## src/rtl/eth_pkg.sv

```systemverilog
// Shared Ethernet constants and the TX framer state encoding.
package eth_pkg;

    localparam logic [7:0]  ETH_PREAMBLE  = 8'h55;
    localparam logic [7:0]  ETH_SFD       = 8'hD5;
    localparam int          ETH_MIN_FRAME = 60;
    localparam logic [31:0] ETH_CRC_POLY  = 32'hEDB88320;
    localparam logic [31:0] ETH_CRC_INIT  = 32'hFFFFFFFF;

    typedef enum logic [2:0] {
        IDLE,
        PRE,
        SFD,
        DATA,
        PAD,
        FCS
    } eth_state_e;

endpackage

```

## src/rtl/eth_tx_framer_crc32_d8.sv

```systemverilog
// Combinational reflected CRC-32 step over one byte (LSB first); shared with the RX FCS checker.
module eth_crc32_d8
    import eth_pkg::*;
(
    input  logic [31:0] crc,
    input  logic [7:0]  data,
    output logic [31:0] crc_next
);

    logic [31:0] c;

    always_comb begin
        c = crc ^ {24'h000000, data};
        for (int i = 0; i < 8; i++) begin
            c = c[0] ? ((c >> 1) ^ ETH_CRC_POLY) : (c >> 1);
        end
        crc_next = c;
    end

endmodule

```

## src/rtl/eth_tx_framer.sv

```systemverilog
// Ethernet TX framer: preamble/SFD, payload pass-through, optional zero padding, FCS.
// Padding to MIN_FRAME is built only when ETH_TX_PAD_EN is defined.
module eth_tx_framer
    import eth_pkg::*;
#(
    parameter int PREAMBLE_LEN = 7,
    parameter int MIN_FRAME    = ETH_MIN_FRAME
) (
    input  logic       aclk,
    input  logic       aresetn,
    input  logic [7:0] s_tdata,
    input  logic       s_tvalid,
    input  logic       s_tlast,
    output logic       s_tready,
    output logic [7:0] m_tdata,
    output logic       m_tvalid,
    output logic       m_tlast,
    input  logic       m_tready,
    output logic       tx_underrun
);

    localparam logic [7:0] PRE_LAST = 8'(PREAMBLE_LEN);

    // The byte counter is 6 bits wide and the preamble counter 8 bits wide.
    if (PREAMBLE_LEN < 1 || PREAMBLE_LEN > 255 || MIN_FRAME < 1 || MIN_FRAME > 63) begin : g_bad_params
        $error("eth_tx_framer: PREAMBLE_LEN or MIN_FRAME out of range");
    end

    eth_state_e  state, state_nxt;
    logic [7:0]  pre_cnt, pre_cnt_nxt;
    logic [1:0]  fcs_idx, fcs_idx_nxt;
    logic [31:0] crc, crc_nxt, crc_upd, crc_fcs;
    logic [7:0]  crc_byte;
    logic [7:0]  tdata_nxt;
    logic        tvalid_nxt, tlast_nxt, underrun_nxt;
    logic        adv;

`ifdef ETH_TX_PAD_EN
    localparam logic [6:0] MIN_CNT = 7'(MIN_FRAME);

    logic [5:0] byte_cnt, byte_cnt_nxt;

    function automatic logic [5:0] sat_inc(input logic [5:0] v);
        if ({1'b0, v} >= MIN_CNT) return v;
        return v + 6'd1;
    endfunction
`endif

    assign adv      = !m_tvalid || m_tready;
    assign s_tready = (state == DATA) && adv;
    assign crc_byte = (state == PAD) ? 8'h00 : s_tdata;
    assign crc_fcs  = ~crc;

    eth_crc32_d8 u_crc (
        .crc      (crc),
        .data     (crc_byte),
        .crc_next (crc_upd)
    );

    always_comb begin
        state_nxt    = state;
        pre_cnt_nxt  = pre_cnt;
        fcs_idx_nxt  = fcs_idx;
        crc_nxt      = crc;
        tdata_nxt    = m_tdata;
        tvalid_nxt   = m_tvalid;
        tlast_nxt    = m_tlast;
        underrun_nxt = 1'b0;
`ifdef ETH_TX_PAD_EN
        byte_cnt_nxt = byte_cnt;
`endif
        if (adv) begin
            tvalid_nxt = 1'b1;
            tlast_nxt  = 1'b0;
            case (state)
                IDLE: begin
                    // A frame tail still in the output register drains first, leaving a one-cycle gap.
                    if (!m_tvalid && s_tvalid) begin
                        tdata_nxt   = ETH_PREAMBLE;
                        pre_cnt_nxt = 8'd1;
                        state_nxt   = (PRE_LAST == 8'd1) ? SFD : PRE;
                    end else begin
                        tvalid_nxt = 1'b0;
                    end
                end
                PRE: begin
                    tdata_nxt   = ETH_PREAMBLE;
                    pre_cnt_nxt = pre_cnt + 8'd1;
                    if (pre_cnt + 8'd1 == PRE_LAST) state_nxt = SFD;
                end
                SFD: begin
                    tdata_nxt   = ETH_SFD;
                    crc_nxt     = ETH_CRC_INIT;
                    fcs_idx_nxt = 2'd0;
`ifdef ETH_TX_PAD_EN
                    byte_cnt_nxt = 6'd0;
`endif
                    state_nxt   = DATA;
                end
                DATA: begin
                    if (s_tvalid) begin
                        tdata_nxt = s_tdata;
                        crc_nxt   = crc_upd;
`ifdef ETH_TX_PAD_EN
                        byte_cnt_nxt = sat_inc(byte_cnt);
                        if (s_tlast) state_nxt = ({1'b0, byte_cnt} + 7'd1 < MIN_CNT) ? PAD : FCS;
`else
                        if (s_tlast) state_nxt = FCS;
`endif
                    end else begin
                        tvalid_nxt   = 1'b0;
                        underrun_nxt = 1'b1;
                    end
                end
`ifdef ETH_TX_PAD_EN
                PAD: begin
                    tdata_nxt    = 8'h00;
                    crc_nxt      = crc_upd;
                    byte_cnt_nxt = sat_inc(byte_cnt);
                    if ({1'b0, byte_cnt} + 7'd1 >= MIN_CNT) state_nxt = FCS;
                end
`endif
                FCS: begin
                    tdata_nxt   = crc_fcs[{fcs_idx, 3'b000} +: 8];
                    fcs_idx_nxt = fcs_idx + 2'd1;
                    if (fcs_idx == 2'd3) begin
                        tlast_nxt = 1'b1;
                        state_nxt = IDLE;
                    end
                end
                default: begin
                    tvalid_nxt = 1'b0;
                    state_nxt  = IDLE;
                end
            endcase
        end
    end

    always_ff @(posedge aclk or negedge aresetn) begin
        if (!aresetn) begin
            state       <= IDLE;
            pre_cnt     <= '0;
            fcs_idx     <= '0;
            crc         <= ETH_CRC_INIT;
            m_tdata     <= '0;
            m_tvalid    <= 1'b0;
            m_tlast     <= 1'b0;
            tx_underrun <= 1'b0;
`ifdef ETH_TX_PAD_EN
            byte_cnt    <= '0;
`endif
        end else begin
            state       <= state_nxt;
            pre_cnt     <= pre_cnt_nxt;
            fcs_idx     <= fcs_idx_nxt;
            crc         <= crc_nxt;
            m_tdata     <= tdata_nxt;
            m_tvalid    <= tvalid_nxt;
            m_tlast     <= tlast_nxt;
            tx_underrun <= underrun_nxt;
`ifdef ETH_TX_PAD_EN
            byte_cnt    <= byte_cnt_nxt;
`endif
        end
    end

endmodule

```

## config.mk

```make
export PLATFORM = sky130hd
export DESIGN_NAME = eth_tx_framer
export DESIGN_NICKNAME = d
export VERILOG_FILES = /design/src/rtl/eth_pkg.sv /design/src/rtl/eth_tx_framer_crc32_d8.sv /design/src/rtl/eth_tx_framer.sv
export SDC_FILE = /design/constraint.sdc
export NUM_CORES = 1
export LEC_CHECK = 0
export ABC_AREA = 1
export CORE_MARGIN = 3
export CORE_UTILIZATION = 42
export DETAILED_ROUTE_END_ITERATION = 10
export SYNTH_ARGS = -nofsm -noshare
export SYNTH_HDL_FRONTEND = slang
export SYNTH_SLANG_ARGS = --single-unit
export TNS_END_PERCENT = 5
```

## constraint.sdc

```tcl
create_clock -name aclk -period 4.5 [get_ports aclk]
set_clock_uncertainty 0.15 [all_clocks]
set_input_delay 0.675 -clock aclk [delete_from_list [all_inputs] [get_ports aclk]]
set_output_delay 0.675 -clock aclk [all_outputs]
set_load 0.005 [all_outputs]
```

# --- Yosys cells after proc, flatten, opt, wreduce, memory -nomap -nowiden ---
# Index checks and enable logic that the tools add are counted.
totals:
  wordCells: 79
  register_bits: 56
  inputBits: 13
op_classes:
  reduce_logical: 15
  n_addsub: 2
  n_eq_ne: 12
  muxes: 31
  shifts: 1
  bitwise_logic: 10
op_table:
  columns: ["cell", "n"]
  rows:
  - ["$mux 32", 9]
  - ["$not 13->14", 8]
  - ["$pmux 32 s2", 1]
  - ["$pmux 8 s5", 1]
  - ["$mux 8", 4]
  - ["$not 32->32", 1]
  - ["$shiftx 32x6->8", 1]
  - ["$xor 32x8->32", 1]
  - ["$pmux 8 s2", 1]
  - ["$mux 3", 5]
  - ["$pmux 3 s5", 1]
  - ["$ne 2x2->1 const B", 5]
  - ["$add 8x1->8 const B", 1]
  - ["$eq 8x3->1 const B", 1]
  - ["$mux 1", 7]
  - ["$eq 3x2->1 const B", 2]
  - ["$eq 3x3->1 const B", 2]
  - ["$reduce_and 3->1", 2]
  - ["$reduce_and 6->1", 1]
  - ["$reduce_bool 2->1", 3]
  - ["$reduce_bool 5->1", 1]
  - ["$pmux 2 s2", 1]
  - ["$reduce_and 4->1", 1]
  - ["$eq 3x1->1 const B", 1]
  - ["9 further kinds", 10]

# --- Depth between registers and ports, before layout ---
# Gate-level depths: netlist (run 1).
depth:
  depth_word: 21
  ltp_mapped: 15
  depth_no_buf: 15

# --- Modules after synthesis ---
# A second synthesis (run 1) with hierarchy kept.
unflattened:
  hier_cells: 598
  hier_area_um2: 4398.0
by_module_without_submodules:
  columns: ["mod", "area_each_um2", "cells_each", "instances"]
  rows:
  - ["eth_tx_framer", 3051.7, 377, 1]
  - ["eth_crc32_d8", 1346.3, 221, 1]

# --- Worst setup path after synthesis (run 1) ---
# Ideal clock, no wire load.
synth_timing:
  path_type: "reg-to-output"
  from: "register state[2]"
  to: "output port s_tready"
  path_slack_ps: 2463
  path_stages_with_launch: 8
  arrival_time_ps: 1212
  required_ps: 3675
  cell_sequence: "dfrtp_1 > inv_1 > nand2_1 > nor2_1 > buf_6 > inv_1 > buf_2 > nor2_1"
synth_via:
  elab_chain_cells: 2
synth_rtl:
  columns: ["item", "line", "rtl"]
  rows:
  - ["from (decl)", "eth_tx_framer.sv:29", "eth_state_e state, state_nxt;"]
  - ["from (signal assigned)", "eth_tx_framer.sv:153", "state <= state_nxt;"]
  - ["$eq 3x2->1", "eth_tx_framer.sv:50", "assign s_tready = (state == DATA) && adv;"]
  - ["$logic_and 1x1->1", "eth_tx_framer.sv:50", null]
  - ["to (decl)", "eth_tx_framer.sv:14", "output logic s_tready,"]
# No other way between the ends.

# --- Worst setup path after layout (run 1) ---
# Ends and elaborated chain as after synthesis.

==> summary.md, run 1 <==
• **post-detail-place hpwl** 7.915 mm
• **clock transition at the registers of the reported paths** 0.10 ns
• **number of port buffers** 24
• **Max VDD drop** 0.2561 mV
• **Max clock buf depth** 2
• **post-synthesis area per instance** 6.951 sq um
• **primary flip-flop cell chosen by synthesis mapping** dfstp_2
• **post-route fraction of the period consumed by the critical path** 69.35%
• **Worst Tran Pin Value** 0.7349 ns
• **via count of the first global-routing pass** 3,574
• **layout cell share with drive strength beyond 1** 14.43%
• **TritonCTS Sinks** 56
• **final hold violations** 0
• **global route overflow** 0
• **total of warnings raised by yosys** 0
• **combinational share of power** 55.8%
• **worst r2r dst** crc[0]
• **area leader, netlist** dfstp_2
• **Antenna Nets Post-Route** 0
• **CTS tree** done
• **reported leakage power** 2.132 nW
• **DRC** 0
• **final layout net count** 611
• **Unique masters post-synth** 39
• **library cell with the highest instance count after synthesis** nand2_1
• **clock latency on the worst-skew pair** 0.31 ns
• **register area share after synthesis** 35.88%
• **RSZ-0062 raised after global routing** false
• **synthesized area** 4018 sq um
• **hold buffers post-CTS** 0
• **total iterations of the first detailed-routing run** 5
• **share of power burned in the clock network** 12.6%
• **arrival time of data at the critical path endpoint** 2.30 ns
• **Placement Rows** 35
• **type of origin of the critical path** register
• **run status** completed
• **overall die width** 103.8 um
• **Synth top cells by count** 171 x nand2_1, 71 x inv_1, 57 x nand3_1
• **routed length per placed instance** 15.27 um
• **synthesized netlist cell count** 578
• **post-CTS sizing** 0
• **Reg2Reg Setup Slack** 1.74 ns
• **net switching fraction of the power** 48.90%
• **count of antenna diodes in the layout** 0
• **Synth area leaders** dfstp_2 21%, nand2_1 16%, dfrtp_1 15%
• **area of the die** 10,780 sq um
• **number of enable flip-flop cells after synthesis** 0
• **Total Wirelength** 11.07 mm
• **aggregate global-route resource usage** 20.96%
• **final critical-path required period** 3.121 ns
• **average via count per standard cell** 5.214
• **total via count after detailed routing** 3,780
• **internal power summed over all cells** 1.455 mW
• **type of the tightest min-delay check** input port to asynchronous set/reset pin
• **worst r2r src** state[2]
• **maximum fanout encountered on the critical timing path** 12
• **pin count of the biggest net entering global routing** 57
• **critical path data required time** 3.67 ns
• **post-synthesis async set-or-reset flop share** 100.0%
• **net switching power figure** 1.392 mW
• **CTS root buf** clkbuf_8
• **core footprint** 9284 sq um
• **clock buffers created by TritonCTS** 5
• **Critical Path End Type** output port
• **Overall Power** 2.847 mW
• **die boundary height** 103.8 um
• **# Max-Cap Violations** 0
• **fin. max-slew vios** 0
• **number of placed I/O pins** 25
• **worst rel slew slack** 51.01%
• **Post-CTS Repair Setup Buffers** 0
• **sequential share of power** 31.7%
• **area fraction of the dominant cell type after synthesis** 20.93%
• **Worst Reg2Reg Path Length in Cells** 11
• **number of antenna violations at the first check in global routing** 0
• **global-route wire length before repair** 18.41 mm
• **Slowest cell on crit path** clkdlybuf4s50_1
• **number of DRC markers after the initial detailed-route iteration** 270
• **flops & latches, synth** 56
• **areal power density over the cells** 641.7 nW/um^2
• **Max Freq** 320.4 MHz
• **area added between synthesis and finish** 10.43%
• **critical path cell sequence** inv_1 -> nand2_1 -> nor2_1 -> buf_4 -> inv_1 -> nor2_1 -> clkdlybuf4s50_1
• **net count of the mapped netlist** 594
• **effective utilization at floorplan** 43.27%
• **placer congestion estimate** 0.8781
• **endpoints failing setup** 0
• **summed negative setup slack over all endpoints** 0 ns
• **number of levels the H-tree was split into** 2
• **critical path's largest stage delay** 0.52 ns
• **path type of the worst setup path** register to output port
area by class of cell:
class	instances	area, sq um
timing repair buffer	27	257.7
clock inverter	2	38.79
inverter	76	285.3
tap	129	161.4
sequential	56	1441
fill	943	4847
multi-input combinational	429	2170
clock buffer	6	82.58
cells in the final DEF, fill, tap and decap left out, types with 3 or more instances in the layout:
cell	instances
nand2_1	171
inv_1	71
nand3_1	57
o21ai_0	38
nor2_1	36
dfstp_2	32
dfrtp_1	24
clkdlybuf4s50_1	23
nand2_2	21
a21oi_1	20
xor2_1	18
o22ai_1	16
clkbuf_8	6
a31oi_1	5
nand2_4	4
inv_2	4
xnor2_1	4
nor3_1	4
o21ai_1	4
nor2_2	3
a32o_1	3
ha_1	3
buf_4	3
how the worst max path moves through the flow:
stage	start	end	slack, ns	depth (start not counted)
2_1_floorplan	state[2]	s_tready	2.46	7
4_1_cts	state[2]	s_tready	1.37	7
6_report	state[2]	s_tready	1.38	7
3_3_place_gp	m_tready	crc[9]	1.61	8
5_1_grt	state[2]	s_tready	1.28	7
3_5_place_dp	m_tready	crc[0]	1.56	8
kinds of logic after synthesis:
logic type / synth area share (%)
AND/OR/NAND/NOR: 33.67
adder cells (fa/ha/maj): 0.9344
AO/OA/AOI/OAI: 13.80
buffers and inverters: 10.12
flip-flops: 35.88
XOR/XNOR: 5.606
metal layers:
metal / wire length (um) / part of all wire (%) / vias up / GRT usage [%]
met5: 0 / 0 / - / 0
met4: 163 / 1.5 / 0 / 4.558
met3: 428 / 3.9 / 11 / 2.617
met2: 5213 / 47 / 93 / 35.05
met1: 5263 / 48 / 1795 / 29.14
li1: - / - / 1881 / -
registers in the layout (all words and copies together) (netlist names):
| signal | flops |
|---|---|
| crc | 32 |
| fcs_idx | 2 |
| m_tdata | 8 |
| m_tlast | 1 |
| m_tvalid | 1 |
| pre_cnt | 8 |
| state | 3 |
| tx_underrun | 1 |
per-stage QoR:
step                      utilization [%]  cell area (sq um)  hold slack [ns]  setup WS (ns)  instances
after global routing                47.79               4437           0.3580          1.277        725
final                               47.79               4437           0.3379          1.379        725
after detailed placement            46.48               4315           0.3206          1.563        717
after global placement              46.48               4315           0.3131          1.614        717
after CTS                           47.79               4437           0.3409          1.367        725
after floorplan                         -               4018           0.2294          2.463        578
power groups by stage:
stage | Sequential [mW] | Clock, mW | Combinational [mW]
after floorplan | 0.848 | 0 | 1.22
after global placement | 0.903 | 0 | 1.55
after global routing | 0.931 | 0.384 | 1.80
final | 0.901 | 0.358 | 1.59
after CTS | 0.899 | 0.368 | 1.58
after detailed placement | 0.908 | 0 | 1.57
critical path, delay by kind of cell, from the launching register on:
family,cells,cell delay [ns]
buf+inv,4,1.14
simple gates,3,0.37
flops,1,0.48
No activity file was read; power rests on OpenSTA's default activity.
==> run 2, diff against run 1 <==
Clock period 4.5 ns to 3.24 ns, I/O delays scaled along.
==> run 2 against run 1 <==
Net effect:
- sequential power grew 40%
- flip-flop and latch count is the same
- largest power group unchanged
- utilization barely moved
- critical endpoint unchanged
==> summary.md, run 2 (same netlist as run 1, synthesis figures left out) <==
• **aggregate global-route resource usage** 21.00%, was 20.96%
• **Worst Tran Pin Value** 0.6527 ns, was 0.7349 ns
• **effective utilization at floorplan** 43.27%, unchanged
• **Critical Path End Type** output port, unchanged
• **Placement Rows** 35, unchanged
• **fillers** 986, was 943
• **Max VDD drop** 0.3130 mV, was 0.2561 mV
• **fin. max-slew vios** 0, unchanged
• **area added between synthesis and finish** 10.53%, was 10.43%
• **Reg2Reg Setup Slack** 0.81 ns, was 1.74 ns
• **DRC** 0, unchanged
• **Max Freq** 365.1 MHz
• **areal power density over the cells** 871.4 nW/um^2, was 641.7 nW/um^2
• **count of antenna diodes in the layout** 0, unchanged
• **number of placed I/O pins** 25, unchanged
• **final hold violations** 0, unchanged
• **area of the die** 10,780 sq um, unchanged
• **startpoint of the most critical hold path** m_tdata[7]
• **critical path data required time** 2.60 ns, was 3.67 ns
• **layout cell share with drive strength beyond 1** 14.83%, was 14.43%
• **type of origin of the critical path** register, unchanged
• **TritonCTS Sinks** 56, unchanged
• **largest registers** crc (32), m_tdata (8), pre_cnt (8), unchanged
• **number of port buffers** 24, unchanged
• **RSZ-0062 raised after global routing** false, unchanged
• **total iterations of the first detailed-routing run** 5, unchanged
• **post-CTS sizing** 0, unchanged
• **die boundary height** 103.8 um, unchanged
• **CTS root buf** clkbuf_8, unchanged
• **via count of the first global-routing pass** 3,662, was 3,574
• **endpoints failing setup** 0, unchanged
• **# Max-Cap Violations** 0, unchanged
• **most frequent standard cell in the layout excluding fill and tap cells** nand2_1, unchanged
• **average via count per standard cell** 5.239, was 5.214
• **run status** completed, unchanged
• **post-detail-place hpwl** 8.103 mm, was 7.915 mm
• **final critical-path required period** 2.739 ns
• **overall die width** 103.8 um, unchanged
• **maximum fanout encountered on the critical timing path** 10, was 12
• **Total Wirelength** 11.05 mm, was 11.07 mm
• **type of the tightest min-delay check** register to register, was input port to asynchronous set/reset pin
• **number of cells after detailed placement** 720, was 717
• **top library cells by usage in the layout, fill and taps aside** 171 x nand2_1, 71 x inv_1, 57 x nand3_1, unchanged
• **number of levels the H-tree was split into** 2, unchanged
• **reported leakage power** 2.130 nW, was 2.132 nW
• **Most flops, register** crc, unchanged
• **core footprint** 9284 sq um, unchanged
• **global route overflow** 0, unchanged
• **number of DRC markers after the initial detailed-route iteration** 215, was 270
• **clock buffers created by TritonCTS** 5, unchanged
• **Antenna Nets Post-Route** 0, unchanged
• **worst rel slew slack** 56.44%, was 51.01%
• **routed length per placed instance** 15.16 um, was 15.27 um
• **flip-flop count of the largest register, all copies and words added** 32, unchanged
• **total via count after detailed routing** 3,819, was 3,780
• **global-route wire length before repair** 18.60 mm, was 18.41 mm
• **pin count of the biggest net entering global routing** 26, was 57
• **summed negative setup slack over all endpoints** 0 ns, unchanged
• **number of antenna violations at the first check in global routing** 0, unchanged
• **Max clock buf depth** 2, unchanged
• **final layout net count** 615, was 611
• **launch point of the worst path** state[2], unchanged
• **clock latency on the worst-skew pair** 0.32 ns, was 0.31 ns
• **filler-free cell count of the finished design** 729, was 725
• **CTS tree** done, unchanged
• **placer congestion estimate** 0.9434, was 0.8781
• **arrival time of data at the critical path endpoint** 2.10 ns, was 2.30 ns
• **worst r2r src** state[1], was state[2]
• **clock transition at the registers of the reported paths** 0.11 ns, was 0.10 ns
• **post-route fraction of the period consumed by the critical path** 84.55%
• **path type of the worst setup path** register to output port, unchanged
-- run 2: what timing repair did --
| action | CTS | global route |
|---|---|---|
| endpoints found under the hold margin | 4 | 0 |
| buffers inserted | 0 | 0 |
| hold buffers | 1 | 0 |
-- run 2: final cells by class --
class                      count  area, sq um  area share, %
multi-input combinational    429         2170          48.86
clock inverter                 3        23.77         0.5354
sequential                    56         1441          32.46
tap                          129        161.4          3.635
inverter                      76        285.3          6.424
timing repair buffer          31        290.3          6.537
clock buffer                   5        68.82          1.550
-- run 2: path summary, 6_finish.rpt --
check,depth (start not counted),to
worst max-delay path,7,s_tready
worst min-delay path,1,m_tdata[7]
worst max register to register,13,crc[29]
worst min register to register,1,m_tdata[7]
max in group asynchronous,3,crc[13]
min in group asynchronous,2,pre_cnt[6]
-- run 2: stage by stage --
step | power [mW] | util (%) | hold slack [ns] | setup WS (ns) | cell area (sq um)
floorplan | 2.874 | - | 0.04041 | 1.392 | 4018
global placement | 3.416 | 46.73 | 0.2021 | 0.6357 | 4338
detailed placement | 3.452 | 46.73 | 0.2049 | 0.6341 | 4338
CTS | 3.875 | 47.83 | 0.3392 | 0.4878 | 4441
global route | 4.229 | 47.83 | 0.3762 | 0.3734 | 4441
finish | 3.869 | 47.83 | 0.3323 | 0.5007 | 4441
-- run 2: metal layers --
layer | vias up | wire length (um) | track usage, %
li1 | 1897 | - | -
met3 | 16 | 565 | 3.240
met2 | 106 | 5198 | 34.49
met5 | - | 0 | 0
met1 | 1800 | 5098 | 28.67
met4 | 0 | 187 | 6.173
-- run 2: power by group --
part | total (mW) | switching (mW) | internal [mW]
Sequential | 1.26 | 0.242 | 1.02
Combinational | 2.21 | 1.44 | 0.765
Clock | 0.404 | 0.250 | 0.154
Total | 3.87 | 1.93 | 1.94
-- run 2: critical path: stages (launching register included) --
cell and delay [ns]:
dfrtp_1 0.48, inv_1 0.14, nand2_1 0.08, nor2_1 0.13
buf_4 0.22, inv_1 0.08, nor2_1 0.14, clkdlybuf4s50_1 0.52
